$ cat config.mk
export PLATFORM = sky130hd
export DESIGN_NAME = ibex_sram_arbiter
export DESIGN_NICKNAME = d
export VERILOG_FILES = /design/src/rtl/ibex_sram_arbiter.sv
export SDC_FILE = /design/constraint.sdc
export NUM_CORES = 1
export LEC_CHECK = 0
export CAP_MARGIN = 20
export CORE_AREA = 2 2 107 109
export CTS_BUF_LIST = sky130_fd_sc_hd__clkbuf_4
export CTS_CLUSTER_SIZE = 12
export DETAILED_ROUTE_END_ITERATION = 10
export DIE_AREA = 0 0 109 111
export GPL_TIMING_DRIVEN = 0
export PLACE_DENSITY_LB_ADDON = 0.25
export REMOVE_ABC_BUFFERS = 1
export SLEW_MARGIN = 30
export SYNTH_ARGS = -nofsm -noshare
export SYNTH_HDL_FRONTEND = slang
export SYNTH_SLANG_ARGS = --single-unit
$ cat constraint.sdc
create_clock -name clk_sys -period 1.74 [get_ports clk_sys]
set_input_delay 0.435 -clock clk_sys [delete_from_list [all_inputs] [get_ports clk_sys]]
set_output_delay 0.435 -clock clk_sys [all_outputs]
set_load 0.1 [all_outputs]
$ cat src/rtl/ibex_sram_arbiter.sv
// Round-robin arbiter: Ibex instruction and data ports onto one single-port SRAM.
// Combinational grant, fixed one-cycle response, out-of-region accesses answered with an error.
module ibex_sram_arbiter #(
  parameter logic [31:0] MemStart = 32'h0000_0000,
  parameter int unsigned MemSize  = 65536
) (
  input  logic        clk_sys,
  input  logic        rst_sys_n,

  input  logic        instr_req_i,
  input  logic [31:0] instr_addr_i,
  output logic        instr_gnt_o,
  output logic        instr_rvalid_o,
  output logic [31:0] instr_rdata_o,
  output logic        instr_err_o,

  input  logic        data_req_i,
  input  logic        data_we_i,
  input  logic [3:0]  data_be_i,
  input  logic [31:0] data_addr_i,
  input  logic [31:0] data_wdata_i,
  output logic        data_gnt_o,
  output logic        data_rvalid_o,
  output logic [31:0] data_rdata_o,
  output logic        data_err_o,

  output logic        ram_req_o,
  output logic        ram_we_o,
  output logic [3:0]  ram_be_o,
  output logic [31:0] ram_addr_o,
  output logic [31:0] ram_wdata_o,
  input  logic        ram_rvalid_i,
  input  logic [31:0] ram_rdata_i
);

  localparam logic [31:0] MemMask = 32'(MemSize - 1);

  typedef enum logic {
    HostInstr = 1'b0,
    HostData  = 1'b1
  } host_e;

  host_e       rr_last_q, rr_last_d;
  logic        rsp_vld_q, rsp_vld_d;
  host_e       rsp_owner_q, rsp_owner_d;
  logic        rsp_err_q, rsp_err_d;

  logic        gnt_instr, gnt_data, gnt_any;
  logic [31:0] sel_addr;
  logic        in_region;
  logic [31:0] rsp_rdata;

  // Fixed SRAM latency: the pending record alone decides response timing.
  logic unused_ram_rvalid;
  assign unused_ram_rvalid = ram_rvalid_i;

  // Data wins a conflict unless it was the last host served.
  always_comb begin
    gnt_instr = 1'b0;
    gnt_data  = 1'b0;
    if (rst_sys_n) begin
      if (data_req_i && (!instr_req_i || rr_last_q == HostInstr)) begin
        gnt_data = 1'b1;
      end else if (instr_req_i) begin
        gnt_instr = 1'b1;
      end
    end
  end

  assign gnt_any     = gnt_instr | gnt_data;
  assign instr_gnt_o = gnt_instr;
  assign data_gnt_o  = gnt_data;

  always_comb begin
    sel_addr    = 32'h0;
    ram_we_o    = 1'b0;
    ram_be_o    = 4'h0;
    ram_wdata_o = 32'h0;
    if (gnt_data) begin
      sel_addr    = data_addr_i;
      ram_we_o    = data_we_i;
      ram_be_o    = data_be_i;
      ram_wdata_o = data_wdata_i;
    end else if (gnt_instr) begin
      sel_addr    = instr_addr_i;
      ram_be_o    = 4'hF;
    end
  end

  assign in_region  = (sel_addr & ~MemMask) == MemStart;
  assign ram_addr_o = sel_addr;
  assign ram_req_o  = gnt_any & in_region;

  always_comb begin
    rr_last_d   = rr_last_q;
    rsp_vld_d   = gnt_any;
    rsp_owner_d = rsp_owner_q;
    rsp_err_d   = 1'b0;
    if (gnt_data) begin
      rr_last_d   = HostData;
      rsp_owner_d = HostData;
      rsp_err_d   = ~in_region;
    end else if (gnt_instr) begin
      rr_last_d   = HostInstr;
      rsp_owner_d = HostInstr;
      rsp_err_d   = ~in_region;
    end
  end

  always_ff @(posedge clk_sys or negedge rst_sys_n) begin
    if (!rst_sys_n) begin
      rr_last_q   <= HostInstr;
      rsp_vld_q   <= 1'b0;
      rsp_owner_q <= HostInstr;
      rsp_err_q   <= 1'b0;
    end else begin
      rr_last_q   <= rr_last_d;
      rsp_vld_q   <= rsp_vld_d;
      rsp_owner_q <= rsp_owner_d;
      rsp_err_q   <= rsp_err_d;
    end
  end

  assign rsp_rdata = rsp_err_q ? 32'h0 : ram_rdata_i;

  always_comb begin
    instr_rvalid_o = 1'b0;
    instr_err_o    = 1'b0;
    instr_rdata_o  = 32'h0;
    data_rvalid_o  = 1'b0;
    data_err_o     = 1'b0;
    data_rdata_o   = 32'h0;
    if (rsp_vld_q) begin
      if (rsp_owner_q == HostData) begin
        data_rvalid_o = 1'b1;
        data_err_o    = rsp_err_q;
        data_rdata_o  = rsp_rdata;
      end else begin
        instr_rvalid_o = 1'b1;
        instr_err_o    = rsp_err_q;
        instr_rdata_o  = rsp_rdata;
      end
    end
  end

endmodule
==> run metrics, run 1 <==
final number of setup-violating endpoints=140; initial antenna violation count=0; post-DP HPWL=7790 um; Final Slew Violations=0; Comb power frac=91.6%; clock skew=0.0000508 ns; WL/cell=17.3 um; largest net degree at the start of global routing=40; Sw Pwr=0.00158 W; met2 wire length=7150 um; Ant. Diodes=0; instance count of the mapped netlist=251; worst-case clock buffer depth=2; CP Capture Type=output port; Routed WL=12400 um; Switching Share=54.6%; number of top-level pins=278; Final min period=2.56 ns; All-Layer GR Usage=18.2%; PD cells=459 nW/um^2; worst min path class=input pin to async pin; chip height=111 um; Fill cells=900; layout cell share with drive strength beyond 1=54.2%; slew of the pin with the lowest slew margin=0.625 ns; final net count=711; Hold Vio Cnt, Final=0; die footprint=12100 sq um; total CTS buffers=3; RSZ-0062 raised after global routing=true; Worst-path clk slew=0.04 ns; Peak Freq=390 MHz; peak supply drop=0.276 mV; status=finished with violations; post-synthesis cell type count=25; Mapped Area=1440 sq um; GRT overflow=0; CTS tree=yes; CTS H-tree depth=1; metal1 wirelength=3760 um; first-pass GRT wire length=16900 um; Pint=0.00132 W; critical path fanouts, max=6; Via density=4.36; clock group share of total power=4.9%; YS warnings=0; Site Rows=39; CORE AREA=11100 sq um; Clock Latency Late Sink=0.24 ns; Slew headroom=57.9%; Tcrit/Tclk final=147%; Detailed Route Iter0 Violations=142; sequential element share of the synthesized area=5.22%; antenna viol nets, final=0; worst hold slack=0.0621 ns; Routability Congestion=0.773; synth-to-layout area growth=339%; Worst setup SP type=register; Static Leak=2.66 nW; CTS sink count=3; Clk Tree Root Cell=clkbuf_4; DRC errors left=0; vias=3114; Flop pwr share=3.5%; 1st-pass router iterations=4; hold bufs inserted after CTS=0; critical path type=register to output port; Syn Area/Cell=5.73 sq um; Top Layer Used=met4; Worst Path Required=1.30 ns; failing checks=negative setup slack; Max Cap Violations=0; Final Total Pwr=0.00290 W; crit path DAT=2.13 ns; Initial Util=13.0%; vias in the first global route=3075; metal3 WL=1330 um; Port Buffers=276; Die Width=109 um; flip-flop and latch count after synthesis=3; Final WS setup=-0.821 ns
## cells by family (layout without fill, tap and decap cells)
logic type,count (synthesis),after routing,synth area share [%]
compound gates,37,38,22.9
flops,3,3,5.22
buf+inv,31,348,11.4
simple gates,180,183,60.5
## path summary, 6_finish.rpt
path / start / to / slack [ns] / cells after the start
setup / recovery: rsp_owner_q / ram_req_o / -0.82 / 8
hold / removal: rst_sys_n / rsp_err_q / 0.06 / 1
setup reg to reg: rsp_owner_q / rsp_err_q / 0.09 / 6
hold reg to reg: rsp_owner_q / rsp_owner_q / 0.73 / 2
max in group asynchronous: rst_sys_n / rsp_err_q / 1.45 / 1
min in group clk_sys: instr_req_i / rsp_owner_q / 0.54 / 2
## registers in the layout, indices dropped and copies added (netlist names)
register / cells
rsp_vld_q: 1
rsp_err_q: 1
rsp_owner_q: 1
## timing repair
item | 4_1_cts | 5_1_grt
endpoints found under the hold margin | 0 | 0
gates cloned | 8 | 0
setup buffers | 40 | 21
gates resized for setup | 1079 | 169
endpoints found under the setup margin | 141 | 141
pin swaps | 41 | 26
## layout by cell type, fill, tap and decap left out, types with 3 or more instances in the layout
| master | Yosys | layout |
|---|---|---|
| buf_12 | 1 | 91 |
| o32ai_1 | 14 | 3 |
| a22o_4 | 0 | 6 |
| o32ai_2 | 2 | 6 |
| clkdlybuf4s50_1 | 0 | 133 |
| nand2b_1 | 33 | 25 |
| buf_8 | 0 | 7 |
| a22o_1 | 16 | 10 |
| nor2_1 | 72 | 49 |
| nor4_2 | 1 | 4 |
| and2_4 | 0 | 33 |
| nand2b_4 | 0 | 7 |
| buf_4 | 0 | 26 |
| clkbuf_4 | 0 | 4 |
| nand2_1 | 33 | 32 |
| nor2_2 | 0 | 8 |
| inv_1 | 4 | 4 |
| nor2_4 | 0 | 17 |
| buf_2 | 7 | 34 |
| buf_6 | 3 | 43 |
| o32ai_4 | 0 | 7 |
## layout make-up
cell class | instances | area, sq um | share of cell area [%]
timing repair buffer | 339 | 4200 | 66.5
multi-input combinational | 221 | 1810 | 28.6
clock buffer | 4 | 30.0 | 0.475
tap | 143 | 179 | 2.83
sequential | 3 | 81.3 | 1.29
inverter | 5 | 23.8 | 0.376
## worst max-delay path, cell delays in order (launching register included)
cell,delay [ns]
dfrtp_2,0.45
a21bo_4,0.17
buf_6,0.10
buf_6,0.12
o32ai_4,0.10
nor4_2,0.33
nand4_1,0.19
nor2_2,0.20
buf_12,0.20
## power groups by stage
stage,registers [W],logic (W),clock network [W]
after detailed placement,0.000101,0.00183,0
after global routing,0.000103,0.00274,0.000154
final,0.000101,0.00266,0.000142
after global placement,0.0000990,0.00181,0
after CTS,0.0000999,0.00244,0.000147
after floorplan,0.0000914,0.00120,0
## layer usage
layer	vias to the layer above	GRT usage, %
li1	1482	-
met5	-	0
met2	184	38.8
met3	14	6.23
met4	0	1.62
met1	1434	16.0
## cell usage after synthesis
| library cell | n | area [sq um] |
|---|---|---|
| and3_1 | 1 | 6.26 |
| a21oi_1 | 1 | 5.00 |
| inv_2 | 1 | 3.75 |
| nor2b_2 | 1 | 8.76 |
| a22o_1 | 16 | 140 |
| buf_2 | 7 | 35.0 |
| o32ai_2 | 2 | 32.5 |
| nand2b_1 | 33 | 206 |
| inv_1 | 4 | 15.0 |
| clkbuf_1 | 15 | 56.3 |
| o32ai_1 | 14 | 123 |
| nand2_1 | 33 | 124 |
| nand4_1 | 1 | 6.26 |
| nor3_1 | 1 | 5.00 |
| and2_1 | 34 | 213 |
| a21o_1 | 1 | 7.51 |
| dfrtp_1 | 3 | 75.1 |
| buf_6 | 3 | 33.8 |
| a21bo_1 | 1 | 10.0 |
| nor2_1 | 72 | 270 |
| o21ai_0 | 1 | 5.00 |
| buf_12 | 1 | 20.0 |
| nor4_2 | 1 | 12.5 |
| a31oi_1 | 1 | 6.26 |
| nor4_1 | 3 | 18.8 |
## through the flow
step	instances	worst slack [ns]	util (%)	cell area, sq um	TNS (ns)
3_3_place_gp	644	-4.06	38.2	4240	-344.60
4_1_cts	699	-0.818	51.5	5700	-64.04
2_1_floorplan	225	-3.81	-	1290	-268.98
3_5_place_dp	647	-2.52	38.6	4270	-207.75
6_report	715	-0.821	57.1	6320	-68.92
5_1_grt	715	-0.937	57.1	6320	-77.68
No activity file was read; power rests on OpenSTA's default activity.
==> run 2, diff against run 1 <==
--- a/config.mk
+++ b/config.mk
@@ -12,6 +12,7 @@
 export DETAILED_ROUTE_END_ITERATION = 10
 export DIE_AREA = 0 0 109 111
 export GPL_TIMING_DRIVEN = 0
+export MAX_ROUTING_LAYER = met4
 export PLACE_DENSITY_LB_ADDON = 0.25
 export REMOVE_ABC_BUFFERS = 1
 export SLEW_MARGIN = 30
==> run 2 against run 1 <==
  * The flow still finishes with violations (negative setup slack)
  * Wire length hardly changed
  * Die area stayed put
  * Critical path type unchanged
  * Critical endpoint unchanged
  * Critical path depth is 1 lower
==> run metrics, run 2 (synthesized netlist as in run 1, its figures left out) <==
post-route insts no fill=715 (unchanged); Sum Neg Setup Slack=-68.57 ns (was -68.92 ns); slowest CP cell=dfrtp_2 (unchanged); vias=3093 (was 3114); slew of the pin with the lowest slew margin=0.650 ns (was 0.625 ns); Fill cells=900 (unchanged); CP Buf/Inv Count=2 (was 3); CP Capture Type=output port (unchanged); number of top-level pins=278 (unchanged); Worst Setup SP=rsp_owner_q (unchanged); vias in the first global route=3081 (was 3075); DRC errors left=0 (unchanged); CTS H-tree depth=1 (unchanged); critical path type=register to output port (unchanged); CTS sink count=3 (unchanged); slowest stage delay, CP=0.46 ns (was 0.45 ns); synth-to-layout area growth=339% (unchanged); Ant. Diodes=0 (unchanged); cells on worst reg2reg path=5 (was 6); CP top delay family=simple AND/OR/NAND/NOR gates (unchanged); Final Total Pwr=0.00290 W (about the same); Hold Vio Cnt, Final=0 (unchanged); Worst Path Required=1.30 ns (about the same); initial antenna violation count=0 (unchanged); Site Rows=39 (unchanged); final number of setup-violating endpoints=140 (unchanged); clock skew=0.0000508 ns (about the same); largest net degree at the start of global routing=40 (unchanged); Via density=4.33 (was 4.36); total CTS buffers=3 (unchanged); first-pass GRT wire length=16900 um (about the same); Detailed Route Iter0 Violations=139 (was 142); Clock Latency Late Sink=0.24 ns (about the same); hold bufs inserted after CTS=0 (unchanged); DP Area=4270 sq um (unchanged); Die Width=109 um (unchanged); CTS tree=yes (unchanged); critical path fanouts, max=6 (unchanged); RR Endpoint=rsp_err_q (unchanged); PD cells=459 nW/um^2 (about the same); RSZ-0062 raised after global routing=true (unchanged); final net count=711 (unchanged); Tcrit/Tclk final=147% (about the same); GRT overflow=0 (unchanged); Worst setup SP type=register (unchanged); chip height=111 um (unchanged); worst path cell trace=nor2b_4 -> buf_12 -> o32ai_1 -> nor4_2 -> nand4_1 -> nor2_2 -> buf_12 (was a21bo_4 -> buf_6 -> buf_6 -> o32ai_4 -> nor4_2 -> nand4_1 -> nor2_2 -> buf_12); All-Layer GR Usage=18.7% (was 18.2%); Initial Util=13.0% (unchanged); Final Cell Area=6320 sq um (unchanged); Regs by FF count=rsp_err_q: 1 flops, rsp_owner_q: 1 flops, rsp_vld_q: 1 flops (unchanged); die footprint=12100 sq um (unchanged); Critical path destination=ram_req_o (unchanged); WL/cell=17.3 um (about the same); crit path DAT=2.12 ns (was 2.13 ns); Placed Cells=647 (unchanged); worst min path class=input pin to async pin (unchanged); Final Slew Violations=0 (unchanged); reg-to-reg slack, setup=0.10 ns (was 0.09 ns); Port Buffers=276 (unchanged); Slew headroom=56.7% (was 57.9%); CORE AREA=11100 sq um (unchanged); Final min period=2.56 ns (about the same); Worst-path clk slew=0.04 ns (about the same); Static Leak=2.66 nW (unchanged); Routed WL=12400 um (about the same); status=finished with violations (unchanged); commonest non-fill, non-tap cell in the layout=clkdlybuf4s50_1 (unchanged); most used cell, CP=buf_12 (was buf_6); Clk Tree Root Cell=clkbuf_4 (unchanged); failing checks=negative setup slack (unchanged); reg-to-reg startpoint=rsp_owner_q (unchanged); total stage count of the critical path=7 (was 8); peak supply drop=0.276 mV (about the same); Final WS setup=-0.816 ns (was -0.821 ns); Peak Freq=391 MHz (was 390 MHz); Max Cap Violations=0 (unchanged); layout cell share with drive strength beyond 1=54.2% (unchanged); post-DP HPWL=7790 um (unchanged); antenna viol nets, final=0 (unchanged); 1st-pass router iterations=4 (unchanged); Routability Congestion=0.783 (was 0.773); commonest non-fill, non-tap cells in the layout=clkdlybuf4s50_1 (133), buf_12 (91), nor2_1 (49) (unchanged); worst-case clock buffer depth=2 (unchanged)
-- run 2: cell counts in the layout (fill, tap and decap cells not counted) --
Identical to the previous run, type by type.
-- run 2: repair_timing --
action | 4_1_cts | 5_1_grt
resized for setup | 1079 | 169
pin swaps | 41 | 26
setup buffers | 40 | 21
cloned | 8 | 0
setup endpoints to repair | 141 | 141
-- run 2: layout make-up --
class / count / area [sq um] / share of cell area (%)
Tap cell: 143 / 179 / 2.83
Timing Repair Buffer: 339 / 4200 / 66.5
Multi-Input combinational cell: 221 / 1810 / 28.6
Clock buffer: 4 / 30.0 / 0.475
Sequential cell: 3 / 81.3 / 1.29
Inverter: 5 / 23.8 / 0.376
-- run 2: stage by stage --
step	setup slack (ns)	hold slack (ns)	utilization, %
detailed placement	-2.52	0.465	38.6
CTS	-0.818	0.0504	51.5
global placement	-4.06	0.580	38.2
finish	-0.816	0.0668	57.1
floorplan	-3.81	0.139	-
global route	-0.937	0.0688	57.1
-- run 2: power by group --
part | switching (W) | internal (W) | total (W)
combinational | 0.00152 | 0.00114 | 0.00266
clock | 0.0000408 | 0.000102 | 0.000143
sequential | 0.0000212 | 0.0000799 | 0.000101
-- run 2: routing by layer --
| layer | global-route usage, % | wire (um) |
|---|---|---|
| met1 | 16.9 | 3920 |
| met2 | 38.7 | 7220 |
| met3 | 4.88 | 1160 |
| met4 | 1.62 | 91 |
| met5 | - | 0 |
-- run 2: worst min path at each step --
stage,slack [ns],startpoint,end
after detailed placement,0.47,rst_sys_n,rsp_vld_q
after floorplan,0.14,rst_sys_n,rsp_err_q
final,0.07,rst_sys_n,rsp_err_q
after CTS,0.05,rst_sys_n,rsp_err_q
after global routing,0.07,rst_sys_n,rsp_err_q
after global placement,0.58,rsp_owner_q,rsp_owner_q
==> run 3, diff against run 2 <==
--- a/config.mk
+++ b/config.mk
@@ -5,7 +5,7 @@
 export SDC_FILE = /design/constraint.sdc
 export NUM_CORES = 1
 export LEC_CHECK = 0
-export CAP_MARGIN = 20
+export CAP_MARGIN = 10
 export CORE_AREA = 2 2 107 109
 export CTS_BUF_LIST = sky130_fd_sc_hd__clkbuf_4
 export CTS_CLUSTER_SIZE = 12
==> results of run 3 <==
The final DEF is identical to that of run 2; final timing and power are the same.
